==> src/rtl/reg_bank_pkg.sv <==
// -----------------------------------------------------------------------------
// reg_bank_pkg
// Shared definitions for the register-bank subsystem:
//   - default register width and bank depth
//   - state encoding of the bus-read handshake FSM
// -----------------------------------------------------------------------------
package reg_bank_pkg;

    localparam int DEF_WIDTH = 16;
    localparam int DEF_DEPTH = 4;

    typedef enum logic [1:0] {
        IDLE  = 2'd0,
        REQ   = 2'd1,
        DRIVE = 2'd2
    } state_t;

endpackage

==> src/rtl/bus_read_fsm.sv <==
// -----------------------------------------------------------------------------
// bus_read_fsm
// Request/grant handshake for one bus read of the register bank.
//   IDLE  --rd_req-->  REQ  --bus_gnt-->  DRIVE  -->  IDLE
// Ports:
//   clk, rst_n          clock, asynchronous active-low reset
//   rd_req, rd_sel      read request and register select (latched in IDLE)
//   bus_gnt             arbiter grant, only honoured in REQ
//   bus_req             request to the arbiter (registered)
//   bus_oe, rd_done     high for the single DRIVE cycle (registered)
//   busy                high in REQ and DRIVE (registered)
//   capture             grant accepted this cycle: top loads its output register
//   sel                 latched read select
// -----------------------------------------------------------------------------
module bus_read_fsm
    import reg_bank_pkg::*;
#(
    parameter int SEL_W = 2
) (
    input  logic             clk,
    input  logic             rst_n,
    input  logic             rd_req,
    input  logic [SEL_W-1:0] rd_sel,
    input  logic             bus_gnt,
    output logic             bus_req,
    output logic             bus_oe,
    output logic             rd_done,
    output logic             busy,
    output logic             capture,
    output logic [SEL_W-1:0] sel
);

    state_t state;
    state_t state_nxt;

    // NOTE: every output of a combinational block gets a default first, so no
    // path through the case leaves it unassigned and a latch is never inferred.
    always_comb begin
        state_nxt = state;
        capture   = 1'b0;
        case (state)
            IDLE:  if (rd_req) state_nxt = REQ;
            REQ: begin
                if (bus_gnt) begin
                    capture   = 1'b1;
                    state_nxt = DRIVE;
                end
            end
            DRIVE: state_nxt = IDLE;
            default: state_nxt = IDLE;
        endcase
    end

    // Outputs are flopped from the next state so they are clean registers
    // that line up exactly with the state they describe.
    // NOTE: sequential state uses non-blocking assignments so every flop
    // samples pre-edge values regardless of statement order.
    always_ff @(posedge clk or negedge rst_n) begin
        if (!rst_n) begin
            state   <= IDLE;
            sel     <= '0;
            bus_req <= 1'b0;
            bus_oe  <= 1'b0;
            rd_done <= 1'b0;
            busy    <= 1'b0;
        end else begin
            state   <= state_nxt;
            if (state == IDLE && rd_req) sel <= rd_sel;
            bus_req <= (state_nxt == REQ);
            bus_oe  <= (state_nxt == DRIVE);
            rd_done <= (state_nxt == DRIVE);
            busy    <= (state_nxt != IDLE);
        end
    end

endmodule

==> src/rtl/reg_bank_bus.sv <==
// -----------------------------------------------------------------------------
// reg_bank_bus
// DEPTH x WIDTH register bank loaded from the data bus, with one handshaked,
// registered read port back onto an OR-bus (to_bus is zero when not driving).
// Optional feature macro: REG_BANK_INC_EN adds inc_en/inc_sel, an in-place
// increment of one register per cycle (a same-register write wins).
// Ports:
//   clk, rst_n            clock, asynchronous active-low reset
//   wr_en, wr_sel         write strobe and target (out-of-range target dropped)
//   from_bus              write data
//   inc_en, inc_sel       increment strobe and target (REG_BANK_INC_EN only)
//   rd_req, rd_sel        read request and source register
//   bus_gnt               arbiter grant
//   bus_req               bus request to the arbiter
//   bus_oe, rd_done       one-cycle drive / completion pulse
//   to_bus                read data, zero outside the drive cycle
//   busy                  read in progress
// -----------------------------------------------------------------------------
module reg_bank_bus
    import reg_bank_pkg::*;
#(
    parameter  int WIDTH = DEF_WIDTH,
    parameter  int DEPTH = DEF_DEPTH,
    localparam int SEL_W = $clog2(DEPTH)
) (
    input  logic             clk,
    input  logic             rst_n,
    input  logic             wr_en,
    input  logic [SEL_W-1:0] wr_sel,
    input  logic [WIDTH-1:0] from_bus,
`ifdef REG_BANK_INC_EN
    input  logic             inc_en,
    input  logic [SEL_W-1:0] inc_sel,
`endif
    input  logic             rd_req,
    input  logic [SEL_W-1:0] rd_sel,
    input  logic             bus_gnt,
    output logic             bus_req,
    output logic             bus_oe,
    output logic [WIDTH-1:0] to_bus,
    output logic             rd_done,
    output logic             busy
);

    logic [WIDTH-1:0] regs     [DEPTH];
    logic [WIDTH-1:0] regs_nxt [DEPTH];
    logic [WIDTH-1:0] cap_val;
    logic [WIDTH-1:0] out_q;
    logic             capture;
    logic [SEL_W-1:0] sel;

    bus_read_fsm #(.SEL_W(SEL_W)) u_fsm (
        .clk     (clk),
        .rst_n   (rst_n),
        .rd_req  (rd_req),
        .rd_sel  (rd_sel),
        .bus_gnt (bus_gnt),
        .bus_req (bus_req),
        .bus_oe  (bus_oe),
        .rd_done (rd_done),
        .busy    (busy),
        .capture (capture),
        .sel     (sel)
    );

    // Next value of each register; a write overrides an increment of the same
    // register. Targets beyond DEPTH-1 match no index and are dropped.
    always_comb begin
        for (int i = 0; i < DEPTH; i++) begin
            regs_nxt[i] = regs[i];
`ifdef REG_BANK_INC_EN
            if (inc_en && int'(inc_sel) == i) regs_nxt[i] = regs[i] + WIDTH'(1);
`endif
            if (wr_en && int'(wr_sel) == i) regs_nxt[i] = from_bus;
        end
    end

    // Capture from the next-state values so a write or increment landing on
    // the grant edge is forwarded. An out-of-range select reads as zero.
    always_comb begin
        cap_val = '0;
        for (int i = 0; i < DEPTH; i++) begin
            if (int'(sel) == i) cap_val = regs_nxt[i];
        end
    end

    // NOTE: the register array is reset element by element; these are
    // architectural registers whose reset value is visible, not a RAM.
    always_ff @(posedge clk or negedge rst_n) begin
        if (!rst_n) begin
            for (int i = 0; i < DEPTH; i++) regs[i] <= '0;
        end else begin
            for (int i = 0; i < DEPTH; i++) regs[i] <= regs_nxt[i];
        end
    end

    // Output register is loaded only on the grant edge and cleared on every
    // other edge, which keeps the OR-bus at zero outside the drive cycle.
    always_ff @(posedge clk or negedge rst_n) begin
        if (!rst_n) begin
            out_q <= '0;
        end else if (capture) begin
            out_q <= cap_val;
        end else begin
            out_q <= '0;
        end
    end

    assign to_bus = out_q;

endmodule

==> config.mk <==
export PLATFORM = sky130hd
export DESIGN_NAME = reg_bank_bus
export DESIGN_NICKNAME = d
export VERILOG_FILES = /design/src/rtl/reg_bank_pkg.sv /design/src/rtl/bus_read_fsm.sv /design/src/rtl/reg_bank_bus.sv
export SDC_FILE = /design/constraint.sdc
export NUM_CORES = 1
export LEC_CHECK = 0
export CELL_PAD_IN_SITES_DETAIL_PLACEMENT = 2
export CELL_PAD_IN_SITES_GLOBAL_PLACEMENT = 2
export CORE_MARGIN = 3
export CORE_UTILIZATION = 40
export CTS_CLUSTER_SIZE = 24
export DETAILED_ROUTE_END_ITERATION = 8
export DONT_BUFFER_PORTS = 1
export PLACE_DENSITY_LB_ADDON = 0.25
export SLEW_MARGIN = 30
export SYNTH_ARGS = -nofsm -noshare
export SYNTH_HDL_FRONTEND = slang
export SYNTH_SLANG_ARGS = --single-unit
==> constraint.sdc <==
create_clock -name clk -period 1.7 [get_ports clk]
set_input_delay 0.34 -clock clk [delete_from_list [all_inputs] [get_ports clk]]
set_output_delay 0.34 -clock clk [all_outputs]
set_load 0.005 [all_outputs]
Word-level counts from Yosys, hierarchy flattened --
Index checks and enable logic that the tools add are counted.
Cells by class: equality and inequality tests 9, mux-type cells 14, reduce and logical (&&, ||, !) cells 9
Operators by type and width (number):
- $mux W16 | 9
- $eq A2 B2 Y1 const B | 5
- $eq A2 B1 Y1 const B | 4
- $logic_not A2 Y1 | 3
- $logic_and A1 B1 Y1 | 5
- $mux W2 | 2
- $pmux W2 S2 | 1
- $mux W1 | 2
- $reduce_bool A2 Y1 | 1
Word-level totals: flip-flop bits (word level) 87, input bits 25, output and inout port bits 20

Depth between registers and ports, before layout --
depth after elaboration 8, depth in mapped cells 7

Modules after synthesis --
Synthesis repeated with hierarchy kept, for this count alone.
Second synthesis, totals: cell total of the unflattened synthesis 279, area total of the unflattened synthesis 3882.5 um^2
By module, submodules not included:
- reg_bank_bus | times used 1, cells an instance 259, area each 3604.7 um^2, seq. area each 2001.9 um^2
- bus_read_fsm | times used 1, cells an instance 20, area each 277.8 um^2, seq. area each 175.2 um^2

Worst setup path before layout --
No wires, ideal clock.
kind input -> register, from in wr_sel[0], to reg out_q[11], in the netlist to_bus[11], arrival time 1.307 ns, slack 0.246 ns, cell stages on the path 7, path buffers 3, cells stage by stage buf_2 and3_1 clkbuf_1 buf_2 nor2_1 a31oi_1 a311oi_1
Between the ends: cells in the longest elaborated chain, start to end 8
Ends and longest elaborated chain:
- start, declared | line reg_bank_bus.sv:29 | input logic [SEL_W-1:0] wr_sel,
- $logic_not A2 Y1 | line reg_bank_bus.sv:74 | if (wr_en && int'(wr_sel) == i) regs_nxt[i] = from_bus;
- $logic_and A1 B1 Y1 | line reg_bank_bus.sv:74
- $mux W16 | line reg_bank_bus.sv:74
- $mux W16 (3 in series) | line reg_bank_bus.sv:83 | if (int'(sel) == i) cap_val = regs_nxt[i];
- $mux W16 * | line reg_bank_bus.sv:83
- $mux W16 * | line reg_bank_bus.sv:102 | end else if (capture) begin
- end signal, assigned | line reg_bank_bus.sv:103 | out_q <= cap_val;
- end, declared | line reg_bank_bus.sv:48 | logic [WIDTH-1:0] out_q;
Mark *: on every way between the ends. The rest lies on a longest branch, timed or not. A chain may end at the register's enable or synchronous reset.

Worst setup path after layout --
from reg u_fsm.sel[0], to reg out_q[11], in the netlist to_bus[11]
Between the ends: cells in the longest elaborated chain, start to end 6
Ends and longest elaborated chain:
- start, declared | line bus_read_fsm.sv:30 | output logic [SEL_W-1:0] sel
- start signal, assigned | line bus_read_fsm.sv:68 | if (state == IDLE && rd_req) sel <= rd_sel;
- $logic_not A2 Y1 | line reg_bank_bus.sv:83
- $mux W16 (3 in series) | line reg_bank_bus.sv:83
- $mux W16 * | line reg_bank_bus.sv:83
- $mux W16 * | line reg_bank_bus.sv:102
Marked as above.

==> flow_metrics.tcl <==
set metrics [dict create \
    status "finished, violations left" \
    violations "negative hold slack" \
    dp_hpwl_mm 9.02 \
    ys_warn_count 0 \
    gp_congestion 0.745 \
    seqCellArea_sq_um 2180 \
    clk_latency_ns 0.38 \
    leakage_nw 2.06 \
    synth_top_area_cell "dfrtp_1" \
    viasPerCell 6.07 \
    syn_nets 487 \
    num_antenna_cells 0 \
    drt_pass1_iterations 4 \
    grt_use_total 0.236 \
    min_path_type "in -> async" \
    globalRouteMet2Util 0.388 \
    cts_sinks 87 \
    drive_gt1_frac 0.168 \
    seq_area_frac_synth 0.495 \
    route.vias.total 3643 \
    worstSetupEndpointType "flop" \
    die_width_um 111 \
    synth.top_cells.by_count "dfrtp_1 (87), nand2_1 (87), o21ai_0 (43), mux2_2 (29), clkbuf_1 (23)" \
    fin_nets 484 \
    cts_root_buf "clkbuf_8" \
    dieArea_sq_um 12300 \
    avgSynthCellArea_sq_um 9.52 \
    clk_pin_slew_ns 0.09 \
    tns_ns 0 \
    synth_top_family_by_area "compound AO/OA/AOI/OAI gates" \
    initial_core_util 0.418 \
    yosys-mux-area-fraction 0.0857 \
    fillers 1125 \
    worst_setup_path_start_kind "flop" \
    ir_worst_vdd_uv 549 \
    path_cells "inv_2 > o311ai_1 > a211oi_1 > a311oi_1" \
    worstPathArrival_ns 1.89 \
    die_y_um 111 \
    drtIter0Drc 202 \
    synthXorXnorAreaFrac 0.00199 \
    wl_mm 14.0 \
    synth_edf_count 0 \
    power.total_w 0.00646 \
    grt_pass1_wl_mm 22.8 \
    critPathKind "reg -> reg" \
    async_reset_ff_frac 1.00 \
    cts-buffers-inserted 9 \
    synthCells 462 \
    rows 37 \
    cp_max_fo 22 \
    timing.hold.ws_ns -0.357 \
    gr-max-usage-layer "met2" \
    area_growth_pct 9.90 \
    setup_viol 0 \
    slew_viol_final 0 \
    synthesis.area_sq_um 4400 \
    min_period_ns 1.64 \
    maxCapViolCount 0 \
    avgRoutedWirePerCell_um 23.3 \
    cp.required_ns 1.95 \
    cpMaxStageDelayCell "dfrtp_2" \
    max_freq_mhz 608 \
    finalHoldViolations 87 \
    power_density_nw_per_um2 1340 \
    boundaryPins 45 \
    ys_ff_latch 87 \
    cts_tree "built" \
    coreArea_sq_um 10500 \
    grt_pass1_vias 4060 \
    period_share 0.967 \
    global_route.usage.met1 0.307 \
    postRouteAntennaNets 0 \
    gr-total-overflow 0 \
    rsz0062_at_grt "false" \
    multiInputGateArea_sq_um 1980 \
    synth_compound_area_frac 0.222 \
    synth_area_leaders "dfrtp_1 (50%), mux2_2 (7.4%), nand2_1 (7.4%)" \
    grt_antenna_before_repair 0 \
    synth_fa_ha_area_frac 0 \
    drc 0 \
    synthSimpleGateAreaFrac 0.138 \
    tightest_slew_ns 0.536 \
    max_slew_margin 0.642 \
    finClkSkew_ns 0.00979 \
    synth_top_area_share 0.495 \
    ys.flop_type "dfrtp_1" \
    port_buffers 0 \
    h-tree-depth 3 \
    ys_types 40 \
    grt_max_degree 88 \
    gr-usage-met3 0.0448 \
    clockBufferDepth 2 \
    slowest_delay_ns 0.45 \
]
## power breakdown
part	switching (W)	leakage, nW	internal, W	total, W
clock	0.000760	0.100	0.000714	0.00147
sequential	0.000281	1.08	0.00250	0.00278
combinational	0.00132	0.883	0.000884	0.00221
## cells by family after synthesis
kind of cell,count (synthesis)
DFF,87
AOI/OAI and AO/OA,144
muxes,34
buffers and inverters,59
xor gates and xnor gates,1
and+or+nand+nor,137
## critical path, delay by kind of cell (launching register included)
kind	cells	cell delay, ns
flops	1	0.45
buf+inv	1	0.41
compound gates	3	0.64
## per-stage QoR
step | cell area (sq um) | instances | utilization | setup WS [ns]
after CTS | 4810 | 600 | 0.458 | 0.00529
after global routing | 4830 | 600 | 0.460 | 0.000813
after floorplan | 4400 | 462 | - | 0.246
after global placement | 4620 | 584 | 0.440 | 0.0988
final | 4830 | 600 | 0.460 | 0.0560
after detailed placement | 4620 | 584 | 0.440 | 0.000574
## registers in the layout, summed over array words and instances (netlist names)
register and count:
u_fsm.sel 2, u_fsm.bus_req 1, u_fsm.busy 1, to_bus 16
u_fsm.bus_oe 1, regs 64, u_fsm.state 2
## per-layer routing
layer | vias to the layer above | routed length [um]
met5 | - | 0
met4 | 0 | 263
met3 | 16 | 608
met2 | 67 | 6760
met1 | 1905 | 6330
li1 | 1655 | -
## cell usage in the layout, fill, tap and decap left out, drive strengths merged, types with 7 or more instances in the layout
cell,netlist,routed
clkbuf,23,12
o311ai,20,20
nand3,7,7
a31oi,13,13
nand2,88,88
nor2,11,11
nand2b,14,14
o21ai,43,43
a211oi,10,10
a311oi,10,10
inv,19,19
buf,17,26
dfrtp,87,87
mux2,29,29
a21oi,21,21
## final cells by class
cell class | count | share of cell area
clock inverters | 4 | 0.00932
well taps | 136 | 0.0352
inverters | 19 | 0.0148
repair buffers | 26 | 0.0497
clock buffers | 12 | 0.0300
flip-flops and latches | 87 | 0.451
multi-input cells | 316 | 0.410
## repair_timing
action	CTS	global route
endpoints found under the setup margin	1	12
setup buffers	0	0
gates cloned	0	0
endpoints found under the hold margin	87	87
pin swaps	0	0
resized for setup	1	12
## path summary, 6_finish.rpt
| check | startpoint | endpoint | slack [ns] | cells past startpoint |
|---|---|---|---|---|
| min in group clk | from_bus[2] | regs[2]$_DFF_PN0_ | 0.06 | 2 |
| hold reg to reg | regs[28]$_DFF_PN0_ | regs[28]$_DFF_PN0_ | 0.49 | 2 |
| setup / recovery | u_fsm.sel[0]$_DFFE_PN0P_ | to_bus[11]$_DFF_PN0_ | 0.06 | 4 |
| max in group asynchronous | rst_n | to_bus[8]$_DFF_PN0_ | 1.92 | 0 |
| setup reg to reg | u_fsm.sel[0]$_DFFE_PN0P_ | to_bus[11]$_DFF_PN0_ | 0.06 | 4 |
| hold / removal | rst_n | regs[20]$_DFF_PN0_ | -0.36 | 0 |
Power figures use the tool's default switching activity.
